===== config.mk =====
export PLATFORM = sky130hd
export DESIGN_NAME = demux8_dispatch_ctrl
export DESIGN_NICKNAME = d
export VERILOG_FILES = /design/src/rtl/demux8_dispatch_ctrl.sv
export SDC_FILE = /design/constraint.sdc
export NUM_CORES = 1
export LEC_CHECK = 0
export ABC_CLOCK_PERIOD_IN_PS = 4000
export CAP_MARGIN = 30
export CORE_ASPECT_RATIO = 1.5
export CORE_MARGIN = 2
export CORE_UTILIZATION = 47
export DETAILED_ROUTE_END_ITERATION = 7
export MAX_ROUTING_LAYER = met4
export PLACE_DENSITY = 0.8
export SLEW_MARGIN = 40
export SYNTH_ARGS = -nofsm -noshare
export SYNTH_HDL_FRONTEND = slang
export SYNTH_SLANG_ARGS = --single-unit

===== constraint.sdc =====
create_clock -name clk -period 4 [get_ports clk]
set_input_delay 0.4 -clock clk [delete_from_list [all_inputs] [get_ports clk]]
set_output_delay 0.4 -clock clk [all_outputs]
set_load 0.02 [all_outputs]

===== src/rtl/demux8_dispatch_ctrl.sv =====
// ---------------------------------------------------------------------------
// demux8_dispatch_ctrl
//
// Purpose:
//   Accepts one upstream word at a time and presents it to one of eight
//   downstream channels through a 1:8 demux tree. The destination is either
//   taken from the word's address (mode=0) or picked round-robin among the
//   enabled channels (mode=1). A word is held until the selected channel
//   handshakes it. Addressed words that target a disabled channel are dropped
//   and counted in a saturating counter.
//
// Ports:
//   clk        : single clock, all state updates on the rising edge
//   rst        : synchronous active-high reset
//   mode       : 0 = addressed dispatch, 1 = round-robin dispatch
//   en_mask    : per-channel enable, bit i enables channel i
//   in_valid   : upstream word available
//   in_ready   : controller accepts a word this cycle
//   in_data    : upstream word (DW bits)
//   in_dest    : destination channel, used only in addressed mode
//   sel        : demux select code (sel[2] drives the first stage)
//   out_valid  : one-hot presentation strobe, bit sel high while busy
//   out_ready  : per-channel downstream ready, only out_ready[sel] is used
//   out_data   : held word
//   busy       : high while a word is being presented
//   drop_cnt   : saturating count of dropped addressed words
// ---------------------------------------------------------------------------
module demux8_dispatch_ctrl #(
  parameter int DW = 8
) (
  input  logic          clk,
  input  logic          rst,
  input  logic          mode,
  input  logic [7:0]    en_mask,
  input  logic          in_valid,
  output logic          in_ready,
  input  logic [DW-1:0] in_data,
  input  logic [2:0]    in_dest,
  output logic [2:0]    sel,
  output logic [7:0]    out_valid,
  input  logic [7:0]    out_ready,
  output logic [DW-1:0] out_data,
  output logic          busy,
  output logic [7:0]    drop_cnt
);

  typedef enum logic {
    S_IDLE = 1'b0,
    S_SEND = 1'b1
  } state_t;

  state_t        r_state;
  state_t        w_state_next;
  logic [2:0]    r_sel;
  logic [2:0]    w_sel_next;
  logic [DW-1:0] r_data;
  logic [DW-1:0] w_data_next;
  logic [2:0]    r_rr_ptr;
  logic [2:0]    w_rr_ptr_next;
  logic [7:0]    r_drop_cnt;
  logic [7:0]    w_drop_cnt_next;

  logic          w_accept;
  logic          w_handshake;
  logic [7:0]    w_rot_mask;
  logic [2:0]    w_rr_off;
  logic [2:0]    w_rr_pick;

  // Enable mask rotated so that bit k corresponds to channel rr_ptr+1+k.
  // The lowest set bit of the rotated mask is then the round-robin winner.
  genvar gi;
  generate
    for (gi = 0; gi < 8; gi++) begin : g_rot
      assign w_rot_mask[gi] = en_mask[r_rr_ptr + 3'(gi + 1)];
    end
  endgenerate

  // Lowest-index priority encode: scanning downward lets the smallest set
  // offset overwrite any larger one.
  always_comb begin
    w_rr_off = 3'd0;
    for (int k = 7; k >= 0; k--) begin
      if (w_rot_mask[k]) begin
        w_rr_off = 3'(k);
      end
    end
  end

  assign w_rr_pick = r_rr_ptr + 3'd1 + w_rr_off;

  // In round-robin mode an empty mask leaves nowhere to send, so the
  // controller refuses words rather than accepting and stalling.
  assign in_ready    = (r_state == S_IDLE) && (mode ? (|en_mask) : 1'b1);
  assign w_accept    = in_valid && in_ready;
  assign w_handshake = (r_state == S_SEND) && out_ready[r_sel];

  always_comb begin
    w_state_next    = r_state;
    w_sel_next      = r_sel;
    w_data_next     = r_data;
    w_rr_ptr_next   = r_rr_ptr;
    w_drop_cnt_next = r_drop_cnt;
    case (r_state)
      S_IDLE: begin
        if (w_accept) begin
          if (!mode) begin
            if (en_mask[in_dest]) begin
              w_sel_next   = in_dest;
              w_data_next  = in_data;
              w_state_next = S_SEND;
            end else if (r_drop_cnt != 8'hFF) begin
              w_drop_cnt_next = r_drop_cnt + 8'd1;
            end
          end else begin
            w_sel_next   = w_rr_pick;
            w_data_next  = in_data;
            w_state_next = S_SEND;
          end
        end
      end
      S_SEND: begin
        // rr_ptr tracks the last delivered channel in both modes so the
        // round-robin order continues from wherever the last word went.
        if (w_handshake) begin
          w_rr_ptr_next = r_sel;
          w_state_next  = S_IDLE;
        end
      end
      default: begin
        w_state_next = S_IDLE;
      end
    endcase
  end

  always_ff @(posedge clk) begin
    if (rst) begin
      r_state    <= S_IDLE;
      r_sel      <= 3'd0;
      r_data     <= '0;
      r_rr_ptr   <= 3'd7;
      r_drop_cnt <= 8'd0;
    end else begin
      r_state    <= w_state_next;
      r_sel      <= w_sel_next;
      r_data     <= w_data_next;
      r_rr_ptr   <= w_rr_ptr_next;
      r_drop_cnt <= w_drop_cnt_next;
    end
  end

  generate
    for (gi = 0; gi < 8; gi++) begin : g_ov
      assign out_valid[gi] = (r_state == S_SEND) && (r_sel == 3'(gi));
    end
  endgenerate

  assign sel      = r_sel;
  assign out_data = r_data;
  assign busy     = (r_state == S_SEND);
  assign drop_cnt = r_drop_cnt;

endmodule


Word level (Yosys, flattened, before mapping)
Index checks and enable logic that the tools add are counted.
{"block": "word_totals", "register_bits": 23, "out_inout_bits": 29, "elab_cells": 90}
{"block": "classes", "n_addsub": 9, "magnitude_cmp": 10, "eq_ne": 8, "muxes": 38, "bitwise": 3, "n_reduce_logical": 17}
{"operator": "$lt 3x4->1 const B", "n": 10}
{"operator": "$bmux 1 s3", "n": 10}
{"operator": "$mux 3", "n": 10}
{"operator": "$mux 8", "n": 2}
{"operator": "$mux 1", "n": 15}
{"operator": "$add 3x3->3 const B", "n": 4}
{"operator": "$eq 3x3->1 const B", "n": 4}
{"operator": "$logic_and 1x1->1", "n": 11}
{"operator": "$add 8x1->8 const B", "n": 1}
{"operator": "$ne 8x8->1 const B", "n": 1}
{"operator": "$reduce_or 8->1", "n": 1}
{"operator": "$add 3x2->3 const B", "n": 2}
{"operator": "$eq 3x2->1 const B", "n": 2}
{"operator": "$reduce_and 5->1", "n": 1}
{"operator": "$add 3x1->3 const B", "n": 1}
{"operator": "$add 3x3->3", "n": 1}
{"operator": "$eq 3x1->1 const B", "n": 1}
{"operator": "$logic_not 3->1", "n": 1}
{"operator": "$not 1->1", "n": 3}
{"operator": "$reduce_and 3->1", "n": 1}
{"operator": "$pmux 1 s2", "n": 1}
{"operator": "$reduce_and 2->1", "n": 1}
{"operator": "$reduce_bool 2->1", "n": 1}

Logic depth before layout (Yosys ltp)
Gate-level depths: netlist of run 1.
{"block": "logic_depth", "ltp_word": 12, "depth_mapped": 16}

Least setup slack after synthesis of run 1
Ideal clock, no wire load.
{"block": "synth_timing", "kind": "flip-flop to flip-flop", "startpoint": "register r_rr_ptr[0]", "endpoint": "register r_sel[1], in the netlist sel[1]", "setup_time_ns": 0.127, "arrival_time_ns": 3.277, "required_time_ns": 3.873, "slack_ns": 0.596, "path_stages_with_launch": 17, "synth_period_minus_slack_ns": 3.404, "cell_sequence": "dfxtp_1 -> buf_6 -> inv_1 -> ha_1 -> buf_2 -> mux4_1 -> mux2_2 -> or2_1 -> a21o_1 -> a31o_1 -> a21boi_2 -> ha_1 -> fa_1 -> mux2i_1 -> nor2_1 -> a21oi_1 -> nor2_1"}
{"block": "synth_between", "elab_chain_cells": 12, "word_cells_on_any_way": 33, "cone_classes": "add/sub: 8; mux: 25"}
{"element": "start: declaration", "line_no": "58", "rtl": "logic [2:0] r_rr_ptr;"}
{"element": "start signal: assignment", "line_no": "146", "rtl": "r_rr_ptr <= w_rr_ptr_next;"}
{"element": "$add 3x3->3 or $bmux 1 s3 (tied branches)", "line_no": "74", "rtl": "assign w_rot_mask[gi] = en_mask[r_rr_ptr + 3'(gi + 1)];"}
{"element": "$bmux 1 s3 or $mux 1 (tied branches)", "line_no": "74"}
{"element": "$mux 1 (implied by the code) or $mux 3 (tied branches)", "line_no": "74, 83"}
{"element": "$mux 3 (7 in series)", "line_no": "83", "rtl": "if (w_rot_mask[k]) begin"}
{"element": "$add 3x3->3 (*)", "line_no": "89", "rtl": "assign w_rr_pick = r_rr_ptr + 3'd1 + w_rr_off;"}
{"element": "$mux 3 (*)", "line_no": "106", "rtl": "if (!mode) begin"}
{"element": "end signal: assignment", "line_no": "144", "rtl": "r_sel <= w_sel_next;"}
{"element": "end: declaration", "line_no": "54", "rtl": "logic [2:0] r_sel;"}
Every way passes the cells marked *; elsewhere a longest branch is shown, timed or not. The select of a mux whose other input is x is not followed.
A chain may end at the register's enable or synchronous reset.

Worst setup path after layout of run 1
{"block": "layout_timing", "startpoint": "register r_rr_ptr[1]", "endpoint": "register r_sel[2], in the netlist sel[2]"}
Same word-level chain as after synthesis.

==> summary.md, run 1 <==
| Metric | Value |
|---|---|
| CTS tree | `done` |
| Placed cell count | `292` |
| Startpoint class of the critical path | `register` |
| EDFF count, synth | `0` |
| Worst path slowest cell | `ha_1` |
| Die Height | `81.68 µm` |
| Post_cts resized | `0` |
| Critical Path Stages | `14` |
| Net Sw Frac | `35.09%` |
| Fin. Hold Viols | `0` |
| Via/cell ratio | `5.679` |
| Total GRT Usage | `21.01%` |
| Multi-input gate area | `1348 µm²` |
| Post-DP HPWL | `3.548 mm` |
| First drt pass iteration count | `4` |
| Layout cells sized above 1 | `9.960%` |
| R2R cell count | `14` |
| Comb power frac | `between 40% and 50%` |
| Clock sink count | `23` |
| Max H-tree Level | `1` |
| Distinct cell type count after synthesis | `44` |
| Inserted Clock Buffers | `3` |
| Most frequent cell after synthesis | `nor2_1` |
| Synthesized cell area | `1891 µm²` |
| Clk slew on worst S/H paths | `80 ps` |
| Post-synth net total | `between 200 and 250` |
| WP data required | `4220 ps` |
| FMAX | `about 300 MHz` |
| Wire per inst | `about 15 µm` |
| Maxcap violations | `0` |
| Synth top area share | `between 20 and 25%` |
| Via count | `1681` |
| FFs w/ async S/R, synth | `0%` |
| Post-synthesis register bit count | `23` |
| Design Power | `between 700 and 800 µW` |
| Final setup violation count | `0` |
| CTS root buf | `clkbuf_8` |
| Num rows | `28` |
| Top FF cell, synth | `dfxtp_1` |
| # Post-CTS Setup Buffers | `0` |
| Critical path cell sequence | `inv_1, ha_1, mux4_1, mux2_2, or2_1, a21o_1, a31o_1, a21boi_2, ha_1, fa_1, xnor2_1, inv_1, a211oi_1, o31a_1` |
| Reg power frac | `between 30 and 40%` |
| Place WS | `375.5 ps` |
| CP arrival | `about 3600 ps` |
| Worst skew pair latency | `270 ps` |
| Fin cells | `between 200 and 300` |
| Total wire length | `4.422 mm` |
| Placer Congestion | `0.8810` |
| Hold_buf cts | `0` |
| Worst hold path class | `reg2reg` |
| DP Area | `between 2000 and 3000 µm²` |
| Setup CP Type | `reg2reg` |
| Internal Power | `510.6 µW` |
| Bufs on Longest Clock Path | `2` |
| Die width | `55.79 µm` |
| Critical path capture point type | `register` |
| Drt drc | `0` |
| Setup TNS | `0 ps` |
| Leakage | `1.033 nW` |
| Yosys warning count | `0` |
| Initial DRC Count | `28` |
| Pwr Density | `307.6 nW/µm²` |
| Worst-Margin Slew | `785.1 ps` |
| Area delta synth->final | `35.27%` |
| Final Max Tran Viols | `0` |
| Finished Cell Area | `2557 µm²` |
| Critical path's top delay family | `compound AO/OA/AOI/OAI gates` |
| Port Buffers | `59` |
| Post-synthesis cell count | `195` |
| Initial antenna violation count | `0` |
| Clock Skew | `~1 ps` |
| Nets | `288` |
| WP buf/inv | `2` |
| ANT nets after route | `0` |
| Slew headroom | `between 40 and 50%` |
| Final period util | `85.01%` |
| Fin crit period | `between 3000 and 4000 ps` |
| Unrepaired setup endpoints after global routing | `false` |
| Max incr delay on CP | `530 ps` |
| Share of the yosys chip area belonging to registers | `24.35%` |
| Max FO, Critical Path | `9` |
| Synth cell count leaders | `nor2_1, dfxtp_1, mux2i_1` |
| Grt total ovfl | `0` |
| Register area | `approximately 460 µm²` |
| Leading area contributor after synthesis | `dfxtp_1` |
| Clock Power Share | `18.1%` |
| First-pass GRT wire length | `7.410 mm` |
| Area of the core | `3889 µm²` |
| Full die area | `4556 µm²` |
| Synth area leaders | `dfxtp_1, mux4_1, mux2i_1` |
| Top Ports | `60` |
| VDD IR max | `around 0.00026 V` |
| Largest net degree at the start of global routing | `24` |
| Status | `completed` |
| Vias in the first global route | `1665` |
| Syn Area/Cell | `9.695 µm²` |
| Fillcell total | `around 300` |
| Psw | `276.0 µW` |
| Ant diodes | `0` |
| Hold path cells | `2` |
| Starting Density | `48.62%` |
| Setup ws final | `roughly 600 ps` |
-- worst register-to-register path: cells and delay by family, from the launching register on --
kind | cells | cell delay [ps]
muxes | 2 | 670
buffers and inverters | 2 | 140
adders and majority gates | 3 | 880
xor gates and xnor gates | 1 | 170
AOI/OAI and AO/OA | 5 | 940
DFF | 1 | 330
and+or+nand+nor | 1 | 210
-- metal layers --
metal	vias to the layer above	GRT usage, %	routed length, µm
li1	829	-	-
met2	38	37.86	2361
met4	0	10.00	127
met1	805	22.99	1767
met3	9	2.677	165
met5	-	-	0
-- sequential cells by signal, summed over array words and instances, names as in the netlist --
register,cells
drop_cnt,8
out_data,8
r_rr_ptr,3
sel,3
busy,1
-- worst paths after layout --
check / start / to / slack, ps
worst min register to register: out_data[6]$_SDFFE_PP0P_ / out_data[6]$_SDFFE_PP0P_ / 500
worst max register to register: r_rr_ptr[1]$_SDFFE_PP1P_ / sel[2]$_SDFFE_PP0P_ / 600
worst min-delay path: out_data[6]$_SDFFE_PP0P_ / out_data[6]$_SDFFE_PP0P_ / 500
worst max-delay path: r_rr_ptr[1]$_SDFFE_PP1P_ / sel[2]$_SDFFE_PP0P_ / 600
-- kinds of logic (layout without fill, tap and decap cells) --
kind of cell,after synthesis,count (layout),share of synthesized area (%)
buffers and inverters,18,74,4.368
and+or+nand+nor,74,74,20.32
DFF,23,23,24.35
adders and majority gates,5,5,3.706
xor gates and xnor gates,11,11,5.096
muxes,36,36,30.64
AOI/OAI and AO/OA,28,28,11.52
-- metrics by stage --
step | util [%] | hold slack [ps]
after floorplan | - | 506.4
after global placement | 64.58 | 473.4
after detailed placement | 64.58 | 487.1
after CTS | 65.77 | 507.1
after global routing | 65.77 | 543.3
final | 65.77 | 502.3
-- final cells by class --
cell class | count | share of cell area (%)
Clock buffer | 3 | 1.614
Clock inverter | 1 | 0.1957
Inverter | 7 | 1.027
Multi-Input combinational cell | 154 | 52.69
Sequential cell | 23 | 18.00
Tap cell | 45 | 2.202
Timing Repair Buffer | 63 | 24.27
-- power groups by stage --
| stage | clock, mW | sequential, mW | combinational, mW |
|---|---|---|---|
| 3_3_place_gp | 0 | 0.275 | 0.367 |
| 4_1_cts | 0.147 | 0.270 | 0.375 |
| 2_1_floorplan | 0 | 0.274 | 0.261 |
| 6_report | 0.143 | 0.270 | 0.374 |
| 5_1_grt | 0.155 | 0.273 | 0.407 |
| 3_5_place_dp | 0 | 0.275 | 0.374 |
-- cells in the final DEF, fill, tap and decap left out, types with 5 or more instances in the layout --
cell | Yosys | final
nand2_1 | 14 | 14
nand3_1 | 6 | 6
mux2i_1 | 17 | 17
a21oi_1 | 8 | 8
mux4_1 | 9 | 9
inv_1 | 7 | 7
dfxtp_1 | 23 | 23
clkdlybuf4s50_1 | 0 | 59
xor2_1 | 9 | 9
mux4_2 | 5 | 5
nor2_1 | 30 | 30
nor3b_1 | 5 | 5
Power figures use the tool's default switching activity.
==> run 2, diff against run 1 <==
--- a/config.mk
+++ b/config.mk
@@ -11,6 +11,7 @@
 export CORE_MARGIN = 2
 export CORE_UTILIZATION = 47
 export DETAILED_ROUTE_END_ITERATION = 7
+export GPL_TIMING_DRIVEN = 0
 export MAX_ROUTING_LAYER = met4
 export PLACE_DENSITY = 0.8
 export SLEW_MARGIN = 40
==> run 2 against run 1 <==
  * Register-to-register slack got worse by 370 ps
  * Cell area rose by 0.64%
  * Global-route usage rose by 0.13 points
  * Via count is 2.0% higher
  * Utilization is 0.42 points higher
  * Clock power about the same
  * Sequential share of layout area decreased by 0.11 points
  * Wire length up 7.8%
  * Critical path type unchanged
  * Critical endpoint is now sel[1]$_SDFFE_PP0P_
  * Largest power group unchanged
==> summary.md, run 2 (synthesis gave the netlist of run 1 again) <==
| Metric | Value |
|---|---|
| Worst skew pair latency | `270 ps (about the same)` |
| CP arrival | `3910 ps (was 3620 ps)` |
| Unrepaired setup endpoints after global routing | `false (unchanged)` |
| Wire per inst | `15.78 µm (was 14.94 µm)` |
| Top Ports | `60 (unchanged)` |
| Fin crit period | `3768 ps (was 3401 ps)` |
| Initial antenna violation count | `0 (unchanged)` |
| Final period util | `94.19% (was 85.01%)` |
| Critical path's top delay family | `adder cells (was compound AO/OA/AOI/OAI gates)` |
| Grt total ovfl | `0 (unchanged)` |
| Die Height | `81.68 µm (unchanged)` |
| CTS root buf | `clkbuf_8 (unchanged)` |
| Hold path cells | `2 (unchanged)` |
| Max H-tree Level | `1 (unchanged)` |
| Total wire length | `4.766 mm (was 4.422 mm)` |
| Full die area | `4556 µm² (unchanged)` |
| Setup ws final | `232.5 ps (was 599.4 ps)` |
| Via/cell ratio | `5.675 (was 5.679)` |
| VDD IR max | `0.0002932 V (was 0.0002591 V)` |
| Bufs on Longest Clock Path | `2 (unchanged)` |
| R2R cell count | `16 (was 14)` |
| Critical R2R Launch | `r_rr_ptr[0]$_SDFFE_PP1P_ (was r_rr_ptr[1]$_SDFFE_PP1P_)` |
| Clk slew on worst S/H paths | `80 ps (about the same)` |
| Ant diodes | `0 (unchanged)` |
| Final core occ | `66.18% (was 65.77%)` |
| Port Buffers | `58 (was 59)` |
| Worst hold path startpoint | `out_data[6]$_SDFFE_PP0P_ (unchanged)` |
| Setup TNS | `0 ps (unchanged)` |
| WP data required | `4140 ps (was 4220 ps)` |
| Leakage | `1.040 nW (was 1.033 nW)` |
| Starting Density | `48.62% (unchanged)` |
| Most frequent cells in the layout | `clkdlybuf4s50_1, nor2_1, dfxtp_1, mux2i_1, nand2_1 (unchanged)` |
| WP buf/inv | `3 (was 2)` |
| Pwr Density | `307.8 nW/µm² (was 307.6 nW/µm²)` |
| Post_cts resized | `0 (unchanged)` |
| Design Power | `792.1 µW (was 786.6 µW)` |
| Worst-Margin Slew | `501.3 ps (was 785.1 ps)` |
| Final Max Tran Viols | `0 (unchanged)` |
| Area delta synth->final | `36.14% (was 35.27%)` |
| Finished Cell Area | `2574 µm² (was 2557 µm²)` |
| ANT nets after route | `0 (unchanged)` |
| Nets | `294 (was 288)` |
| First-pass GRT wire length | `7.500 mm (was 7.410 mm)` |
| Critical path capture point type | `register (unchanged)` |
| Clock Skew | `1.007 ps (was 1.004 ps)` |
| Status | `completed (unchanged)` |
| Startpoint class of the critical path | `register (unchanged)` |
| CTS tree | `done (unchanged)` |
| # Post-CTS Setup Buffers | `0 (unchanged)` |
| Maxcap violations | `0 (unchanged)` |
| Fillcell total | `297 (was 309)` |
| Post-DP HPWL | `3.777 mm (was 3.548 mm)` |
| Slew headroom | `66.58% (was 47.50%)` |
| Critical Path Stages | `16 (was 14)` |
| First drt pass iteration count | `4 (unchanged)` |
| DP Area | `2527 µm² (was 2511 µm²)` |
| Placer Congestion | `0.9129 (was 0.8810)` |
| Fin. Hold Viols | `0 (unchanged)` |
| Max incr delay on CP | `410 ps (was 530 ps)` |
| Initial DRC Count | `43 (was 28)` |
| Most common cell after layout, fill and taps aside | `clkdlybuf4s50_1 (unchanged)` |
| Largest net degree at the start of global routing | `14 (was 24)` |
| Total GRT Usage | `21.14% (was 21.01%)` |
| CP Launch Point | `r_rr_ptr[0]$_SDFFE_PP1P_ (was r_rr_ptr[1]$_SDFFE_PP1P_)` |
| Via count | `1714 (was 1681)` |
| Drt drc | `0 (unchanged)` |
| Area of the core | `3889 µm² (unchanged)` |
| Worst hold path class | `reg2reg (unchanged)` |
| Num rows | `28 (unchanged)` |
| Setup CP Type | `reg2reg (unchanged)` |
| FMAX | `265.4 MHz (was 294.1 MHz)` |
| Place WS | `246.4 ps (was 375.5 ps)` |
| Layout cells sized above 1 | `10.12% (was 9.960%)` |
| Max FO, Critical Path | `10 (was 9)` |
| Clock sink count | `23 (unchanged)` |
| Vias in the first global route | `1685 (was 1665)` |
| Hold_buf cts | `0 (unchanged)` |
| Final setup violation count | `0 (unchanged)` |
| Inserted Clock Buffers | `3 (unchanged)` |
| Worst path slowest cell | `dfxtp_1 (was ha_1)` |
| Die width | `55.79 µm (unchanged)` |
| Critical path cell sequence | `buf_6, inv_1, ha_1, buf_2, mux4_1, mux2_2, or2_1, a21o_1, a31o_1, a21boi_2, ha_1, fa_1, mux2i_1, nor2_1, a21oi_1, nor2_1 (was inv_1, ha_1, mux4_1, mux2_2, or2_1, a21o_1, a31o_1, a21boi_2, ha_1, fa_1, xnor2_1, inv_1, a211oi_1, o31a_1)` |
## run 2: path summary, 6_finish.rpt
kind	end	slack, ps
max	sel[1]$_SDFFE_PP0P_	230
min	out_data[6]$_SDFFE_PP0P_	510
max reg2reg	sel[1]$_SDFFE_PP0P_	230
min reg2reg	out_data[6]$_SDFFE_PP0P_	510
## run 2: power breakdown
| part | internal, mW | switching [mW] | leakage [nW] |
|---|---|---|---|
| sequential | 0.244 | 0.0133 | 0.188 |
| combinational | 0.198 | 0.190 | 0.827 |
| clock | 0.0696 | 0.0765 | 0.0255 |
| total | 0.512 | 0.280 | 1.04 |
## run 2: area by class of cell
cell class,count,area (µm²),area share [%]
Clock buffer,3,41.29,1.604
Buffer,11,56.30,2.188
Inverter,7,26.28,1.021
Timing Repair Buffer,58,580.6,22.56
Tap cell,45,56.30,2.188
Sequential cell,23,460.4,17.89
Multi-Input combinational cell,154,1348,52.36
Clock inverter,1,5.005,0.1945
## run 2: worst min-delay path, delay by kind of cell, from the launching register on
family | cells | cell delay (ps)
DFF | 1 | 330
and+or+nand+nor | 1 | 80
muxes | 1 | 70
## run 2: metrics by stage
step	std cells	hold WS [ps]
floorplan	195	506.4
global placement	298	474.9
detailed placement	298	489.1
CTS	302	515.2
global route	302	545.6
finish	302	507.6
## run 2: metal layers
layer / share of wire, % / routed length (µm) / vias up / GRT usage, %
li1: - / - / 845 / -
met5: 0 / 0 / - / -
met3: 2.3 / 112 / 7 / 1.417
met4: 0.92 / 44 / 0 / 5.122
met2: 55 / 2642 / 40 / 41.43
met1: 41 / 1967 / 822 / 23.17
